[src/rtl/dom_pkg.sv]
// Shared helpers for the DOM AND gadget: share-count limits, randomness word
// count and the row-major pair index used to select a z word for share pair (i,j).
package dom_pkg;

   localparam int DOM_D_MIN = 2;
   localparam int DOM_D_MAX = 8;

   function automatic int dom_rnd_words(input int d);
      return d * (d - 1) / 2;
   endfunction

   // i < j is assumed; callers order the pair before asking.
   function automatic int dom_pair_idx(input int i, input int j, input int d);
      return i * d - i * (i + 1) / 2 + (j - i - 1);
   endfunction

   function automatic bit dom_d_legal(input int d);
      return (d >= DOM_D_MIN) && (d <= DOM_D_MAX);
   endfunction

endpackage

[src/rtl/dom_share_reg.sv]
// W-bit term register with synchronous active-high reset and load enable; one
// instance per inner/cross term so each domain's state stays separable.
module dom_share_reg #(
   parameter int W = 1
) (
   input  logic         clk,
   input  logic         rst,
   input  logic         i_en,
   input  logic [W-1:0] i_d,
   output logic [W-1:0] o_q
);

   logic [W-1:0] r_q;

   // NOTE: sequential state uses non-blocking assignments so every register
   // samples pre-edge values regardless of process ordering.
   always_ff @(posedge clk) begin
      if (rst) begin
         r_q <= '0;
      end else if (i_en) begin
         r_q <= i_d;
      end
   end

   assign o_q = r_q;

endmodule

[src/rtl/dom_and_nshare.sv]
// D-share, W-bit DOM AND gadget with a valid pipeline. Optional output register
// stage enabled by defining DOM_AND_OUTREG_EN (latency 2 instead of 1).
module dom_and_nshare
   import dom_pkg::*;
#(
   parameter int D = 2,
   parameter int W = 1
) (
   input  logic                          clk,
   input  logic                          rst,
   input  logic                          in_valid,
   input  logic [D*W-1:0]                a,
   input  logic [D*W-1:0]                b,
   input  logic [dom_rnd_words(D)*W-1:0] z,
   output logic                          out_valid,
   output logic [D*W-1:0]                c
);

   if (!dom_d_legal(D)) begin : g_bad_d
      $error("dom_and_nshare: D=%0d outside legal range", D);
   end

   // Term matrix: [i][i] is the inner product, [i][j] (i!=j) the resharded cross term.
   logic [W-1:0] w_term_d [D][D];
   logic [W-1:0] w_term_q [D][D];
   logic [D*W-1:0] w_c;
   logic r_v1;

   for (genvar gi = 0; gi < D; gi++) begin : g_row
      for (genvar gj = 0; gj < D; gj++) begin : g_col
         if (gi == gj) begin : g_inner
            assign w_term_d[gi][gj] = a[gi*W +: W] & b[gj*W +: W];
         end else begin : g_cross
            localparam int K = (gi < gj) ? dom_pair_idx(gi, gj, D) : dom_pair_idx(gj, gi, D);
            assign w_term_d[gi][gj] = (a[gi*W +: W] & b[gj*W +: W]) ^ z[K*W +: W];
         end
         dom_share_reg #(.W(W)) u_term (
            .clk  (clk),
            .rst  (rst),
            .i_en (in_valid),
            .i_d  (w_term_d[gi][gj]),
            .o_q  (w_term_q[gi][gj])
         );
      end
   end

   // Compression reads registered terms only, so no input glitch reaches it.
   always_comb begin
      w_c = '0;
      for (int i = 0; i < D; i++) begin
         for (int j = 0; j < D; j++) begin
            w_c[i*W +: W] = w_c[i*W +: W] ^ w_term_q[i][j];
         end
      end
   end

   always_ff @(posedge clk) begin
      if (rst) begin
         r_v1 <= 1'b0;
      end else begin
         r_v1 <= in_valid;
      end
   end

`ifdef DOM_AND_OUTREG_EN
   logic [D*W-1:0] w_c_q;
   logic r_v2;

   dom_share_reg #(.W(D*W)) u_c_out (
      .clk  (clk),
      .rst  (rst),
      .i_en (r_v1),
      .i_d  (w_c),
      .o_q  (w_c_q)
   );

   always_ff @(posedge clk) begin
      if (rst) begin
         r_v2 <= 1'b0;
      end else begin
         r_v2 <= r_v1;
      end
   end

   assign c         = w_c_q;
   assign out_valid = r_v2;
`else
   assign c         = w_c;
   assign out_valid = r_v1;
`endif

endmodule
[config.mk]
export PLATFORM = sky130hd
export DESIGN_NAME = dom_and_nshare
export DESIGN_NICKNAME = d
export VERILOG_FILES = /design/src/rtl/dom_pkg.sv /design/src/rtl/dom_share_reg.sv /design/src/rtl/dom_and_nshare.sv
export SDC_FILE = /design/constraint.sdc
export NUM_CORES = 1
export LEC_CHECK = 0
export CAP_MARGIN = 20
export CELL_PAD_IN_SITES_DETAIL_PLACEMENT = 0
export CELL_PAD_IN_SITES_GLOBAL_PLACEMENT = 2
export CORE_AREA = 2 2 39 41
export CTS_CLUSTER_SIZE = 8
export DETAILED_ROUTE_END_ITERATION = 7
export DIE_AREA = 0 0 41 43
export PLACE_DENSITY = 0.6
export SYNTH_ARGS = -nofsm -noshare
export SYNTH_HDL_FRONTEND = slang
export SYNTH_HIERARCHICAL = 1
export SYNTH_SLANG_ARGS = --single-unit
[constraint.sdc]
create_clock -name clk -period 0.9 [get_ports clk]
set_input_delay 0.135 -clock clk [delete_from_list [all_inputs] [get_ports clk]]
set_output_delay 0.135 -clock clk [all_outputs]
set_load 0.05 [all_outputs]
After elaboration in Yosys (flattened, before gate mapping)
Cells that the tools add are included.

operators by class
  bitwise gates (word level) = 8

operator list
  cell         count
  $and 1x1->1  4
  $xor 1x1->1  4

storage, ports and cells
  flip-flop bits (word level) = 5
  input port bits = 8
  word-level logic and storage cells = 13

Depth between registers and ports, before layout
Gate-level depths: netlist of run 1.

  word-level depth = 2
  gate-level depth with buffers = 4
  mapped depth without buffers = 4

Hierarchy
The synthesis of run 1 kept the hierarchy.

modules (own cells, without submodules)
  module          times used  cells each  area an instance (um^2)
  dom_share_reg   4           3           33.8
  dom_and_nshare  1           10          82.6

Least setup slack after synthesis of run 1
No wires, ideal clock.

  path kind = reg-to-output
  from = register g_row[0].g_col[0].u_term.r_q
  to = output c[0]
  data arrival time = 1,085 ps
  slack = -320 ps
  cell stages (with the launch flop) = 2
  path buffers = 0
  path through = dfxtp_1 > xor2_1

on the way
  cells in the longest elaborated chain, start to end = 1

RTL lines
  element                   RTL line              RTL
  start: declaration        dom_share_reg.sv:13   logic [W-1:0] r_q;
  start signal: assignment  dom_share_reg.sv:21   r_q <= i_d;
  $xor 1x1->1               dom_and_nshare.sv:52  w_c[i*W +: W] = w_c[i*W +: W] ^ w_term_q[i][j];
  end: declaration          dom_and_nshare.sv:16  output logic [D*W-1:0] c

No other way between the ends.

Worst setup path after layout of run 1
  from = register g_row[0].g_col[1].u_term.r_q
  to = output c[0]

on the way
  cells in the longest elaborated chain, start to end = 1

RTL lines
  element                   RTL line
  start: declaration        dom_share_reg.sv:13
  start signal: assignment  dom_share_reg.sv:21
  $xor 1x1->1               dom_and_nshare.sv:52

No other way between the ends.

==> flow_metrics.env, run 1 <==
export IMPL_status="finished with violations"
export IMPL_violations="negative setup slack"
export IMPL_reg2reg_slack_ps=240
export IMPL_crit_family="flip-flops"
export IMPL_die_area_um2=1760
export IMPL_syn_inst=22
export IMPL_max_clock_path_buffers=2
export IMPL_gp_congestion=0.535
export IMPL_routed_wl_um=448
export IMPL_period_needed_ps=1050
export IMPL_power_per_cell_area_nw_per_um2=1540
export IMPL_syn_area_per_cell_um2=9.90
export IMPL_cp_endpoint="c[0]"
export IMPL_leakage_nw=0.190
export IMPL_post_route_drc_count=0
export IMPL_antenna_found_initial=0
export IMPL_htree_levels=1
export IMPL_wl_per_cell_um=8.62
export IMPL_whs_path_depth=4
export IMPL_initialDrtViolationCount=3
export IMPL_placementRows=14
export IMPL_fill_cells=149
export IMPL_critPathSlowestCell="dfxtp_4"
export IMPL_p_sw_frac=0.268
export IMPL_ir_worst_vdd_mv=0.450
export IMPL_ys_seq_area_frac=0.460
export IMPL_start_util=0.157
export IMPL_seq_area_um2=115
export IMPL_synth_seq_cells=5
export IMPL_pwr_share_clk=0.365
export IMPL_hold_path_class="input port to register"
export IMPL_r2r_start="g_row[1].g_col[1].u_term/o_q"
export IMPL_rsz0062_at_grt="yes"
export IMPL_worst_slack_ps=-154
export IMPL_clock_sinks=5
export IMPL_yosys_area_top_type_share=0.460
export IMPL_cp_required_ps=760
export IMPL_p_sw_w=0.000185
export IMPL_synthFlopType="dfxtp_1"
export IMPL_drive_gt1_frac=0.361
export IMPL_p_int_w=0.000504
export IMPL_clock_latency_ps=240
export IMPL_ys_types=9
export IMPL_grt_pass1_vias=205
export IMPL_grt_max_degree=6
export IMPL_yosys_top_cells_count="dfxtp_1, mux2i_1, nor2_1"
export IMPL_antenna_cells=0
export IMPL_power_w=0.000689
export IMPL_final_period_utilization=1.17
export IMPL_worstMarginPinSlew_ps=264
export IMPL_io_pins=11
export IMPL_setup_viol=2
export IMPL_slew_viol_final=0
export IMPL_cts_setup_buffers=0
export IMPL_synth_fp_nets=30
export IMPL_grt_pass1_wl_um=759
export IMPL_timing_hold_ws_ps=304
export IMPL_slew_headroom=0.824
export IMPL_worst_setup_path_start_kind="register"
export IMPL_dieWidth_um=41
export IMPL_critical_path_startpoint="g_row[0].g_col[1].u_term/o_q"
export IMPL_synthTopCellsByArea="dfxtp_1, mux2i_1, xnor2_1"
export IMPL_numCtsBuffers=3
export IMPL_viasPerCell=3.60
export IMPL_seqPwrFrac=0.363
export IMPL_cap_violations=0
export IMPL_pwr_share_comb=0.272
export IMPL_grt_overflow_total=0
export IMPL_io_buffers=10
export IMPL_track_usage=0.0694
export IMPL_cp_num_cells=2
export IMPL_syn_cell_area_um2=218
export IMPL_yosys_area_top_type="dfxtp_1"
export IMPL_cts_hold_buf=0
export IMPL_routed_via_count=187
export IMPL_multi_input_area_um2=155
export IMPL_worstPathMaxFanout=2
export IMPL_yosysWarnings=6
export IMPL_final_hold_viol_count=0
export IMPL_syn_to_final_growth_pct=106
export IMPL_critPathCaptureType="output port"
export IMPL_synthArstFlopShare=0
export IMPL_final_core_util=0.324
export IMPL_ant_nets=0
export IMPL_path_class="register to output port"
export IMPL_synth_edf_count=0
export IMPL_die_y_um=43
export IMPL_skew_ps=0
export IMPL_reg2regPathDepth=2
export IMPL_drt_first_pass_iters=2
export IMPL_reg2reg_to="g_row[1].g_col[1].u_term/o_q"
export IMPL_crit_arrival_ps=920
export IMPL_max_freq_mhz=949
export IMPL_cts_tree="done"
export IMPL_slowest_delay_ps=350
export IMPL_cts_root_buf="clkbuf_4"
export IMPL_clk_pin_slew_ps=40
export IMPL_synth_most_common_cell="dfxtp_1"
export IMPL_path_buf_inv=1
export IMPL_finalNetCount=45
export IMPL_core_um2=1380
export IMPL_crit_path_cell_trace="xor2_4 -> buf_12"
routing by layer:
layer	track usage	routed length (um)	up-vias
met5	0	0	-
met4	0.0800	0	0
met3	0.0419	65	0
met2	0.0781	208	11
met1	0.0777	174	78
li1	-	-	98
sequential cells by signal, summed over array words and instances, names as in the netlist:
register / flops
g_row.g_col.u_term/o_q: 4
out_valid: 1
worst register-to-register path, cell delays in order, from the launching register on:
cell     delay (ps)
dfxtp_4         360
mux2i_1         130
nor2_1           60
area by class of cell:
cell class	instances	share of cell area
clock buffer	4	0.0587
multi-input combinational	17	0.346
sequential	5	0.257
tap	16	0.0447
timing repair buffer	10	0.293
power groups by stage:
stage	logic [W]	clock network, W	registers, W
after floorplan	0.0000834	0	0.000265
after global placement	0.000190	0	0.000259
after detailed placement	0.000192	0	0.000259
after CTS	0.000192	0.000268	0.000250
after global routing	0.000199	0.000288	0.000251
final	0.000187	0.000251	0.000250
metrics by stage:
| stage | setup WS (ps) | cell area (um^2) | instances | TNS (ps) |
|---|---|---|---|---|
| 2_1_floorplan | 19.9 | 258 | 22 | 0 |
| 3_3_place_gp | -231 | 408 | 48 | -993 |
| 3_5_place_dp | -275 | 408 | 48 | -1190 |
| 4_1_cts | -170 | 445 | 52 | -334 |
| 5_1_grt | -201 | 448 | 52 | -392 |
| 6_report | -154 | 448 | 52 | -307 |
placed cells by master (no fill, tap or decap), types with 2 or more instances in the layout:
cell type	Yosys	layout
clkdlybuf4s50_1	0	5
mux2i_1	4	4
nor2_1	4	4
dfxtp_4	0	4
clkbuf_4	0	3
buf_12	0	3
nand2_1	2	2
xnor2_1	2	2
xor2_4	0	2
cell families (layout without fill, tap and decap cells):
kind of cell | count (synthesis) | count (layout) | share of synthesized area
xor+xnor | 4 | 4 | 0.161
flops | 5 | 5 | 0.460
buf+inv | 0 | 14 | 0
simple gates | 9 | 9 | 0.195
mux | 4 | 4 | 0.184
repair_timing:
| item | CTS | global route |
|---|---|---|
| pin swaps | 1 | 2 |
| resized for setup | 7 | 1 |
| endpoints found under the setup margin | 6 | 3 |
how the worst min path moves through the flow:
stage	endpoint	start	slack [ps]
floorplan	g_row[0].g_col[0].u_term/o_q	rst	200
global placement	g_row[1].g_col[0].u_term/o_q	g_row[1].g_col[0].u_term/o_q	540
detailed placement	g_row[1].g_col[0].u_term/o_q	g_row[1].g_col[0].u_term/o_q	550
CTS	out_valid	in_valid	420
global route	g_row[0].g_col[0].u_term/o_q	a[0]	320
finish	g_row[0].g_col[0].u_term/o_q	a[0]	300
Note: power is estimated with default switching activity, not from simulation.
==> run 2: changes to the inputs <==
- ABC_AREA: default -> 1
- CORE_AREA: 2 2 39 41 -> default
- CORE_MARGIN: default -> 2
- CORE_UTILIZATION: default -> 19
- DIE_AREA: 0 0 41 43 -> default
- GPL_TIMING_DRIVEN: default -> 0
- PLACE_DENSITY: 0.6 -> 0.72
==> flow_metrics.env, run 2 <==
export IMPL_seqPwrFrac=0.359
export IMPL_whs_path_depth=3
export IMPL_final_period_utilization=1.16
export IMPL_die_area_um2=1850
export IMPL_multi_input_area_um2=166
export IMPL_synthArstFlopShare=0
export IMPL_max_clock_path_buffers=2
export IMPL_synth_seq_cells=5
export IMPL_worstMarginPinSlew_ps=319
export IMPL_io_buffers=10
export IMPL_slowest_delay_ps=350
export IMPL_critPathCaptureType="output port"
export IMPL_crit_arrival_ps=910
export IMPL_synthTopCellsByArea="dfxtp_1, nand2_1, inv_1"
export IMPL_yosys_area_top_type_share=0.346
export IMPL_worstPathMaxFanout=3
export IMPL_ys_seq_area_frac=0.346
export IMPL_stdcell_count=82
export IMPL_power_w=0.000708
export IMPL_pwr_share_clk=0.370
export IMPL_final_cell_mix="nand2_1, inv_1, dlymetal6s2s_1, nor2_1, nor2_2"
export IMPL_cts_hold_buf=0
export IMPL_final_common_cell="nand2_1"
export IMPL_htree_levels=1
export IMPL_viasPerCell=3.73
export IMPL_ant_nets=0
export IMPL_seq_area_um2=108
export IMPL_antenna_found_initial=0
export IMPL_synth_fp_nets=60
export IMPL_routed_via_count=306
export IMPL_drt_first_pass_iters=2
export IMPL_synthFlopType="dfxtp_1"
export IMPL_io_pins=11
export IMPL_path_class="register to output port"
export IMPL_yosys_area_top_type="dfxtp_1"
export IMPL_critPathSlowestCell="dfxtp_4"
export IMPL_grt_overflow_total=0
export IMPL_final_hold_viol_count=0
export IMPL_reg2reg_slack_ps=260
export IMPL_gp_congestion=0.592
export IMPL_reg2regPathDepth=2
export IMPL_fill_cells=188
export IMPL_yosysWarnings=6
export IMPL_die_y_um=43
export IMPL_leakage_nw=0.318
export IMPL_crit_path_cell_trace="nand2_2 -> inv_2 -> nor2_4 -> buf_6"
export IMPL_cap_violations=0
export IMPL_p_sw_frac=0.307
export IMPL_period_needed_ps=1040
export IMPL_grt_pass1_vias=323
export IMPL_rsz0062_at_grt="yes"
export IMPL_synth_edf_count=0
export IMPL_ir_worst_vdd_mv=0.292
export IMPL_drive_gt1_frac=0.333
export IMPL_status="finished with violations"
export IMPL_clock_latency_ps=240
export IMPL_core_um2=1470
export IMPL_worst_setup_path_start_kind="register"
export IMPL_setup_viol=2
export IMPL_placementRows=14
export IMPL_p_int_w=0.000491
export IMPL_clock_sinks=5
export IMPL_cts_root_buf="clkbuf_4"
export IMPL_wl_per_cell_um=6.91
export IMPL_grt_max_degree=10
export IMPL_finalNetCount=75
export IMPL_track_usage=0.0877
export IMPL_p_sw_w=0.000217
export IMPL_violations="negative setup slack"
export IMPL_cts_setup_buffers=0
export IMPL_cts_tree="done"
export IMPL_skew_ps=0
export IMPL_grt_pass1_wl_um=1120
export IMPL_syn_to_final_growth_pct=70.1
export IMPL_yosys_top_cells_count="nand2_1, inv_1, nor2_1, dfxtp_1, nor2_2"
export IMPL_syn_area_per_cell_um2=5.56
export IMPL_placed_cells=78
export IMPL_pwr_share_comb=0.271
export IMPL_clk_pin_slew_ps=40
export IMPL_largest_reg_flops=4
export IMPL_syn_inst=52
export IMPL_ys_types=6
export IMPL_hold_path_class="input port to register"
export IMPL_routed_wl_um=567
export IMPL_initialDrtViolationCount=1
export IMPL_dieWidth_um=43
export IMPL_slew_headroom=0.787
export IMPL_max_freq_mhz=959
export IMPL_post_route_drc_count=0
export IMPL_place_hpwl_um=424
export IMPL_antenna_cells=0
export IMPL_worst_slack_ps=-143
export IMPL_cp_required_ps=760
export IMPL_start_util=0.196
export IMPL_synth_most_common_cell="nand2_1"
export IMPL_power_per_cell_area_nw_per_um2=1440
export IMPL_syn_cell_area_um2=289
export IMPL_slew_viol_final=0
export IMPL_numCtsBuffers=3
run 2: logic make-up (layout without fill, tap and decap cells):
| kind of cell | after synthesis | in the layout | synth area share |
|---|---|---|---|
| buf+inv | 14 | 28 | 0.182 |
| flops | 5 | 5 | 0.346 |
| simple gates | 33 | 33 | 0.472 |
run 2: cell type report:
type,count,area share
Timing Repair Buffer,10,0.242
Multi-Input combinational cell,33,0.338
Tap cell,16,0.0407
Sequential cell,5,0.219
Inverter,14,0.107
Clock buffer,4,0.0534
run 2: final timing paths:
kind / startpoint / endpoint
worst max-delay path: g_row[0].g_col[0].u_term/o_q / c[0]
worst min-delay path: in_valid / out_valid
worst max register to register: g_row[0].g_col[0].u_term/o_q / g_row[0].g_col[0].u_term/o_q
worst min register to register: g_row[1].g_col[0].u_term/o_q / g_row[1].g_col[0].u_term/o_q
run 2: layer usage:
layer  GRT usage  part of all wire  vias to the layer above
met5           0                 0                        -
met1      0.0740              0.42                      115
met3           0             0.048                        5
met4       0.145             0.088                        0
met2       0.145              0.44                       13
li1            -                 -                      173
run 2: stage by stage:
step / worst slack, ps / hold slack [ps] / utilization / cell area [um^2] / TNS [ps]
after global placement: -523 / 508 / 0.288 / 424 / -2370
after floorplan: 90.0 / 206 / - / 304 / 0
after global routing: -190 / 303 / 0.334 / 492 / -366
after detailed placement: -527 / 511 / 0.288 / 424 / -2320
final: -143 / 270 / 0.334 / 492 / -285
after CTS: -165 / 525 / 0.318 / 468 / -320
run 2: power by group through the flow:
stage          sequential [W]  combinational (W)  clock, W
2_1_floorplan        0.000257           0.000107         0
3_3_place_gp         0.000250           0.000187         0
3_5_place_dp         0.000250           0.000187         0
4_1_cts              0.000254           0.000196  0.000277
5_1_grt              0.000256           0.000212  0.000289
6_report             0.000254           0.000192  0.000262
run 2: timing repair:
action	CTS	global route
pin swaps	0	1
gates cloned	0	0
resized for setup	30	9
endpoints found under the setup margin	3	6
run 2: critical path: cells and delay by family, from the launching register on:
family / cells / cell delay, ps
flops: 1 / 350
simple gates: 2 / 120
buf+inv: 2 / 190
